### config.mk
export PLATFORM = sky130hd
export DESIGN_NAME = ifetch_ctrl
export DESIGN_NICKNAME = d
export VERILOG_FILES = /design/src/rtl/ifetch_ctrl_pkg.sv /design/src/rtl/ifetch_ctrl.sv
export SDC_FILE = /design/constraint.sdc
export NUM_CORES = 1
export LEC_CHECK = 0
export BUFFER_PORTS_ARGS = -buffer_cell sky130_fd_sc_hd__buf_2
export CORE_MARGIN = 1
export CORE_UTILIZATION = 45
export CTS_CLUSTER_DIAMETER = 200
export DETAILED_ROUTE_END_ITERATION = 6
export PLACE_DENSITY = 0.79
export SLEW_MARGIN = 20
export SYNTH_ARGS = -nofsm -noshare
export SYNTH_HDL_FRONTEND = slang
export SYNTH_SLANG_ARGS = --single-unit
### constraint.sdc
create_clock -name clk -period 2.5 [get_ports clk]
set_clock_uncertainty 0.15 [all_clocks]
set_input_delay 0.5 -clock clk [delete_from_list [all_inputs] [get_ports clk]]
set_output_delay 0.5 -clock clk [all_outputs]
set_load 0.02 [all_outputs]
### src/rtl/ifetch_ctrl_pkg.sv
`default_nettype none
// +----------------------------------------------------------------------------+
// | Module : ifetch_ctrl_pkg                                                   |
// | Brief  : Shared CPU definitions for the instruction fetch controller:      |
// |          fetch state encoding, reset PC and PC increment.                  |
// | Ports  : none (package)                                                    |
// | Rev    : 1.0 - initial release                                             |
// +----------------------------------------------------------------------------+
package ifetch_ctrl_pkg;

  // Fetch controller state encoding
  typedef enum logic [1:0] {
    S_IDLE = 2'd0,
    S_RUN  = 2'd1,
    S_HALT = 2'd2
  } fetch_state_e;

  // Byte address of the first fetch after reset
  localparam logic [31:0] c_reset_pc = 32'h0000_0000;

  // Byte distance between consecutive 32-bit instruction words
  localparam logic [31:0] c_pc_inc = 32'd4;

  // Word-align a byte address by clearing its two low bits
  function automatic logic [31:0] align_word(input logic [31:0] byte_addr);
    return {byte_addr[31:2], 2'b00};
  endfunction

endpackage : ifetch_ctrl_pkg
`default_nettype wire

### src/rtl/ifetch_ctrl.sv
`default_nettype none
// +----------------------------------------------------------------------------+
// | Module : ifetch_ctrl                                                       |
// | Brief  : Instruction fetch controller. Drives a combinational instruction  |
// |          ROM from a 32-bit PC and presents one registered instruction per  |
// |          cycle to decode through a valid/ready slot. Supports stall,       |
// |          redirect (flush) and a permanent halt released only by reset.     |
// | Ports  : clk, rst         - clock, synchronous active-high reset           |
// |          start            - begin fetching from IDLE                       |
// |          halt_req         - stop fetching until reset                      |
// |          redirect/_pc     - taken branch/jump and its byte target          |
// |          rom_addr/rom_data- word address to ROM, instruction returned      |
// |          inst/inst_pc     - registered instruction and its byte PC         |
// |          inst_valid/ready - output slot handshake                          |
// |          halted           - HALT state with an empty output slot           |
// |          fetch_count      - instructions captured since reset              |
// | Rev    : 1.0 - initial release                                             |
// +----------------------------------------------------------------------------+
module ifetch_ctrl
  import ifetch_ctrl_pkg::*;
#(
  parameter logic [31:0] RESET_PC = c_reset_pc,
  parameter int          ROM_AW   = 10
) (
  input  logic              clk,
  input  logic              rst,
  input  logic              start,
  input  logic              halt_req,
  input  logic              redirect,
  input  logic [31:0]       redirect_pc,
  output logic [ROM_AW-1:0] rom_addr,
  input  logic [31:0]       rom_data,
  output logic [31:0]       inst,
  output logic [31:0]       inst_pc,
  output logic              inst_valid,
  input  logic              inst_ready,
  output logic              halted,
  output logic [31:0]       fetch_count
);

  fetch_state_e state_q, state_d;
  logic [31:0]  pc_q, pc_d;
  logic [31:0]  inst_q, inst_d;
  logic [31:0]  inst_pc_q, inst_pc_d;
  logic         inst_valid_q, inst_valid_d;
  logic [31:0]  count_q, count_d;

  logic w_slot_free;
  logic w_unused_rpc;

  // The two low target bits are dropped by word alignment
  assign w_unused_rpc = ^redirect_pc[1:0];

  // The slot can take a new instruction if it is empty or being drained now
  assign w_slot_free = !inst_valid_q || inst_ready;

  always_ff @(posedge clk) begin
    if (rst) begin
      state_q      <= S_IDLE;
      pc_q         <= RESET_PC;
      inst_q       <= 32'd0;
      inst_pc_q    <= 32'd0;
      inst_valid_q <= 1'b0;
      count_q      <= 32'd0;
    end else begin
      state_q      <= state_d;
      pc_q         <= pc_d;
      inst_q       <= inst_d;
      inst_pc_q    <= inst_pc_d;
      inst_valid_q <= inst_valid_d;
      count_q      <= count_d;
    end
  end

  always_comb begin
    state_d      = state_q;
    pc_d         = pc_q;
    inst_d       = inst_q;
    inst_pc_d    = inst_pc_q;
    inst_valid_d = inst_valid_q;
    count_d      = count_q;

    unique case (state_q)
      S_IDLE: begin
        // halt_req wins over start: a halted core never fetches
        if (halt_req) begin
          state_d = S_HALT;
        end else if (start) begin
          state_d = S_RUN;
        end
      end

      S_RUN: begin
        if (redirect) begin
          // Flush the slot even if decode is accepting it this cycle; the
          // redirect target is fetched next, and halt may still be taken.
          inst_valid_d = 1'b0;
          pc_d         = align_word(redirect_pc);
          if (halt_req) begin
            state_d = S_HALT;
          end
        end else if (halt_req) begin
          // No capture; a held instruction stays live until decode takes it
          state_d = S_HALT;
          if (inst_valid_q && inst_ready) begin
            inst_valid_d = 1'b0;
          end
        end else if (w_slot_free) begin
          inst_d       = rom_data;
          inst_pc_d    = pc_q;
          inst_valid_d = 1'b1;
          pc_d         = pc_q + c_pc_inc;
          count_d      = count_q + 32'd1;
        end
        // Otherwise stalled: everything holds
      end

      S_HALT: begin
        // Only drain the output slot; start and redirect are ignored
        if (inst_valid_q && inst_ready) begin
          inst_valid_d = 1'b0;
        end
      end

      default: begin
        state_d = S_IDLE;
      end
    endcase
  end

  assign rom_addr    = pc_q[ROM_AW+1:2];
  assign inst        = inst_q;
  assign inst_pc     = inst_pc_q;
  assign inst_valid  = inst_valid_q;
  assign fetch_count = count_q;
  assign halted      = (state_q == S_HALT) && !inst_valid_q;

endmodule : ifetch_ctrl
`default_nettype wire

==> run_results.csv <==
group,metric,value,unit
clocking,clockRootBuffer,"clkbuf_16",
clocking,cts_max_level,4,
clocking,cts_resized,0,
yosys,netlist_instances,760,
yosys,avgSynthCellArea,7.68,sq um
timing,hold_viol,0,
timing,rsz0062_at_grt,"no",
worst_setup_path,crit_required,2690,ps
global_route,gr-usage-all-layers,23.8,%
timing,maxSlewViolCount,0,
die,start_util,46.2,%
clocking,clock_path_buffers,2,
die,fp.dieW,116,um
final_layout,nFillCells,1152,
hold_path,hold_path.class,"in -> reg",
die,die_area,13400,sq um
route,drt_iter0_drc,388,
pwr,p_per_area,661,nW/um^2
yosys,synthMuxAreaShare,0.536,%
clocking,cts_tree,"built",
die,placementRows,41,
run_status,status,"finished, final reports clean",
timing,max_freq,420,MHz
flow_run,drv_cap,0,
global_route,antenna_found_initial,2,
route,avgRoutedWirePerCell,14.1,um
die,die_h,116,um
final_layout,drive_gt1_share,27.4,%
yosys,async_flop_share,0,%
global_route,gr-total-overflow,0,
clocking,clock-sinks,127,
pwr,cellLeakagePower,3.05,nW
global_route,grt_pass1_vias,5350,
final_layout,fin_nets,1004,
yosys,synth-simple-area-share,26.7,%
yosys,synth_cell_types,57,
clocking,cts_buffers,17,
timing,period_needed,2380,ps
yosys,synth_top_family_by_area,"simple AND/OR/NAND/NOR gates",
route,totalWireLength,15700,um
yosys,synth_fa_ha_area_share,1.07,%
timing,fin_crit_sh,95.3,%
route,routed-via-count,5937,
global_route,grt_pass1_wl,25200,um
timing,setup_violations,0,
place,port_buffers,173,
worst_setup_path,critPathKind,"reg -> reg",
worst_setup_path,crit_arrival,2580,ps
timing,final.setup.tns,0,ps
global_route,grt_max_degree,69,
place,gp_congestion,0.806,
route,drt-pass1-iter-count,5,
route,drc,0,
yosys,yosysSeqAreaShare,43.6,%
die,core-area,12600,sq um
worst_setup_path,worstSetupEndpointType,"flip-flop",
yosys,synth_seq_cells,127,
die,ios,178,
clocking,clk_pin_slew,60,ps
worst_setup_path,start_kind,"flip-flop",
yosys,synth_warnings,0,
yosys,syn_area,5830,sq um
place,pre_cts_ws,-182,ps
clocking,clkLatencyLatePin,420,ps
yosys,synth_edf_count,0,
route,via_per_inst,5.32,
timing,finalWorstSetupSlack,119,ps
yosys,synthXorXnorAreaFrac,2.85,%
final_layout,area_growth,30.8,%
worst_setup_path,crit_fanout,10,
clocking,postCtsSetupBuffers,0,
place,dpl.hpwl,10700,um
yosys,synth-compound-area-share,18.8,%
pwr,vdd_drop_max,354,uV
route,ant_nets,0,
yosys,ys_dominant_reg_cell,"dfxtp_1",
clocking,postCtsHoldBufs,0,
==> flip-flops by register name, indices dropped and copies added, names as in the netlist <==
signal       cells
inst            32
state_q          2
pc_q            30
inst_pc         30
inst_valid       1
fetch_count     32
==> layout by cell type, fill, tap and decap left out, drive strengths merged, types with 4 or more instances in the layout <==
cell type,n
clkinv,7
and3,9
or3,13
buf,213
nand4,15
a211oi,6
nor3,17
and4,7
dfxtp,127
a31oi,15
nor2,43
or4,6
inv,20
nand3,23
a22oi,7
xnor2,17
ha,5
o31ai,4
bufinv,4
nand2,167
nor4,17
o21ai,31
clkbuf,20
a21oi,99
==> routing by layer <==
| layer | global-route usage [%] | share of wire [%] | up-vias |
|---|---|---|---|
| met5 | 0 | 0 | - |
| met4 | 10.7 | 1.8 | 0 |
| met2 | 37.7 | 46 | 212 |
| met1 | 30.0 | 45 | 2707 |
| li1 | - | - | 2998 |
| met3 | 6.75 | 7.0 | 20 |
==> synthesized netlist by cell type (all sizes together) (3+ instances only) <==
cell / number / area [sq um]
xnor2: 17 / 149
nor4: 17 / 121
nor2b: 3 / 18.8
ha: 5 / 62.6
a31oi: 15 / 93.8
nor2: 43 / 161
and2: 3 / 18.8
nand3: 23 / 115
and4: 7 / 61.3
a21oi: 99 / 495
o31ai: 4 / 30.0
and3: 9 / 56.3
a22oi: 7 / 52.6
nor3: 17 / 85.1
nand4: 15 / 93.8
dfxtp: 127 / 2540
inv: 20 / 75.1
nand2: 167 / 627
or3: 13 / 81.3
a211oi: 6 / 45.0
clkbuf: 48 / 180
buf: 16 / 114
or4: 6 / 48.8
a31o: 3 / 26.3
o21ai: 31 / 155
==> worst max-delay path: stages (launching register included) <==
cell	delay [ps]
dfxtp_1	320
inv_1	80
ha_1	160
nand2b_1	90
or3_2	440
or4_4	490
or4_1	420
a21oi_1	160
==> cell families (layout without fill, tap and decap cells) <==
| family | Yosys count | in the layout |
|---|---|---|
| buf+inv | 85 | 266 |
| other cells | 1 | 4 |
| xor+xnor | 19 | 19 |
| fa+ha+maj | 5 | 5 |
| compound gates | 188 | 188 |
| mux | 3 | 3 |
| simple gates | 332 | 332 |
| flops | 127 | 127 |
==> final timing paths <==
kind,start,end,slack (ps),depth (start not counted)
worst max register to register,state_q[1]$_SDFFE_PP0P_,fetch_count[29]$_SDFFE_PP0P_,120,7
worst min-delay path,rom_data[11],inst[11]$_SDFFE_PP0P_,160,3
worst max-delay path,state_q[1]$_SDFFE_PP0P_,fetch_count[29]$_SDFFE_PP0P_,120,7
worst min register to register,inst[7]$_SDFFE_PP0P_,inst[7]$_SDFFE_PP0P_,300,2
==> report_power, final <==
| group | internal (mW) | switching [mW] |
|---|---|---|
| sequential | 2.06 | 0.0444 |
| clock | 1.71 | 0.872 |
| combinational | 0.146 | 0.216 |
| total | 3.92 | 1.13 |
==> cell type report <==
| type | count | area (sq um) | share of cell area (%) |
|---|---|---|---|
| Sequential cell | 127 | 2540 | 33.3 |
| Antenna cell | 2 | 5.00 | 0.0656 |
| Multi-Input combinational cell | 549 | 2960 | 38.8 |
| Timing Repair Buffer | 213 | 1210 | 15.8 |
| Inverter | 21 | 78.8 | 1.03 |
| Clock buffer | 20 | 457 | 5.98 |
| Clock inverter | 12 | 165 | 2.16 |
| Tap cell | 172 | 215 | 2.82 |
==> stage by stage <==
step | cell area (sq um) | util, % | power [mW] | hold slack, ps | cells
6_report | 7630 | 60.5 | 5.05 | 164 | 1116
5_1_grt | 7630 | 60.5 | 5.24 | 153 | 1116
2_1_floorplan | 5840 | - | 2.36 | 291 | 761
3_5_place_dp | 6980 | 55.3 | 2.51 | 293 | 1082
3_3_place_gp | 6980 | 55.3 | 2.50 | 289 | 1082
4_1_cts | 7600 | 60.2 | 5.09 | 148 | 1114
No activity file was read; power rests on OpenSTA's default activity.
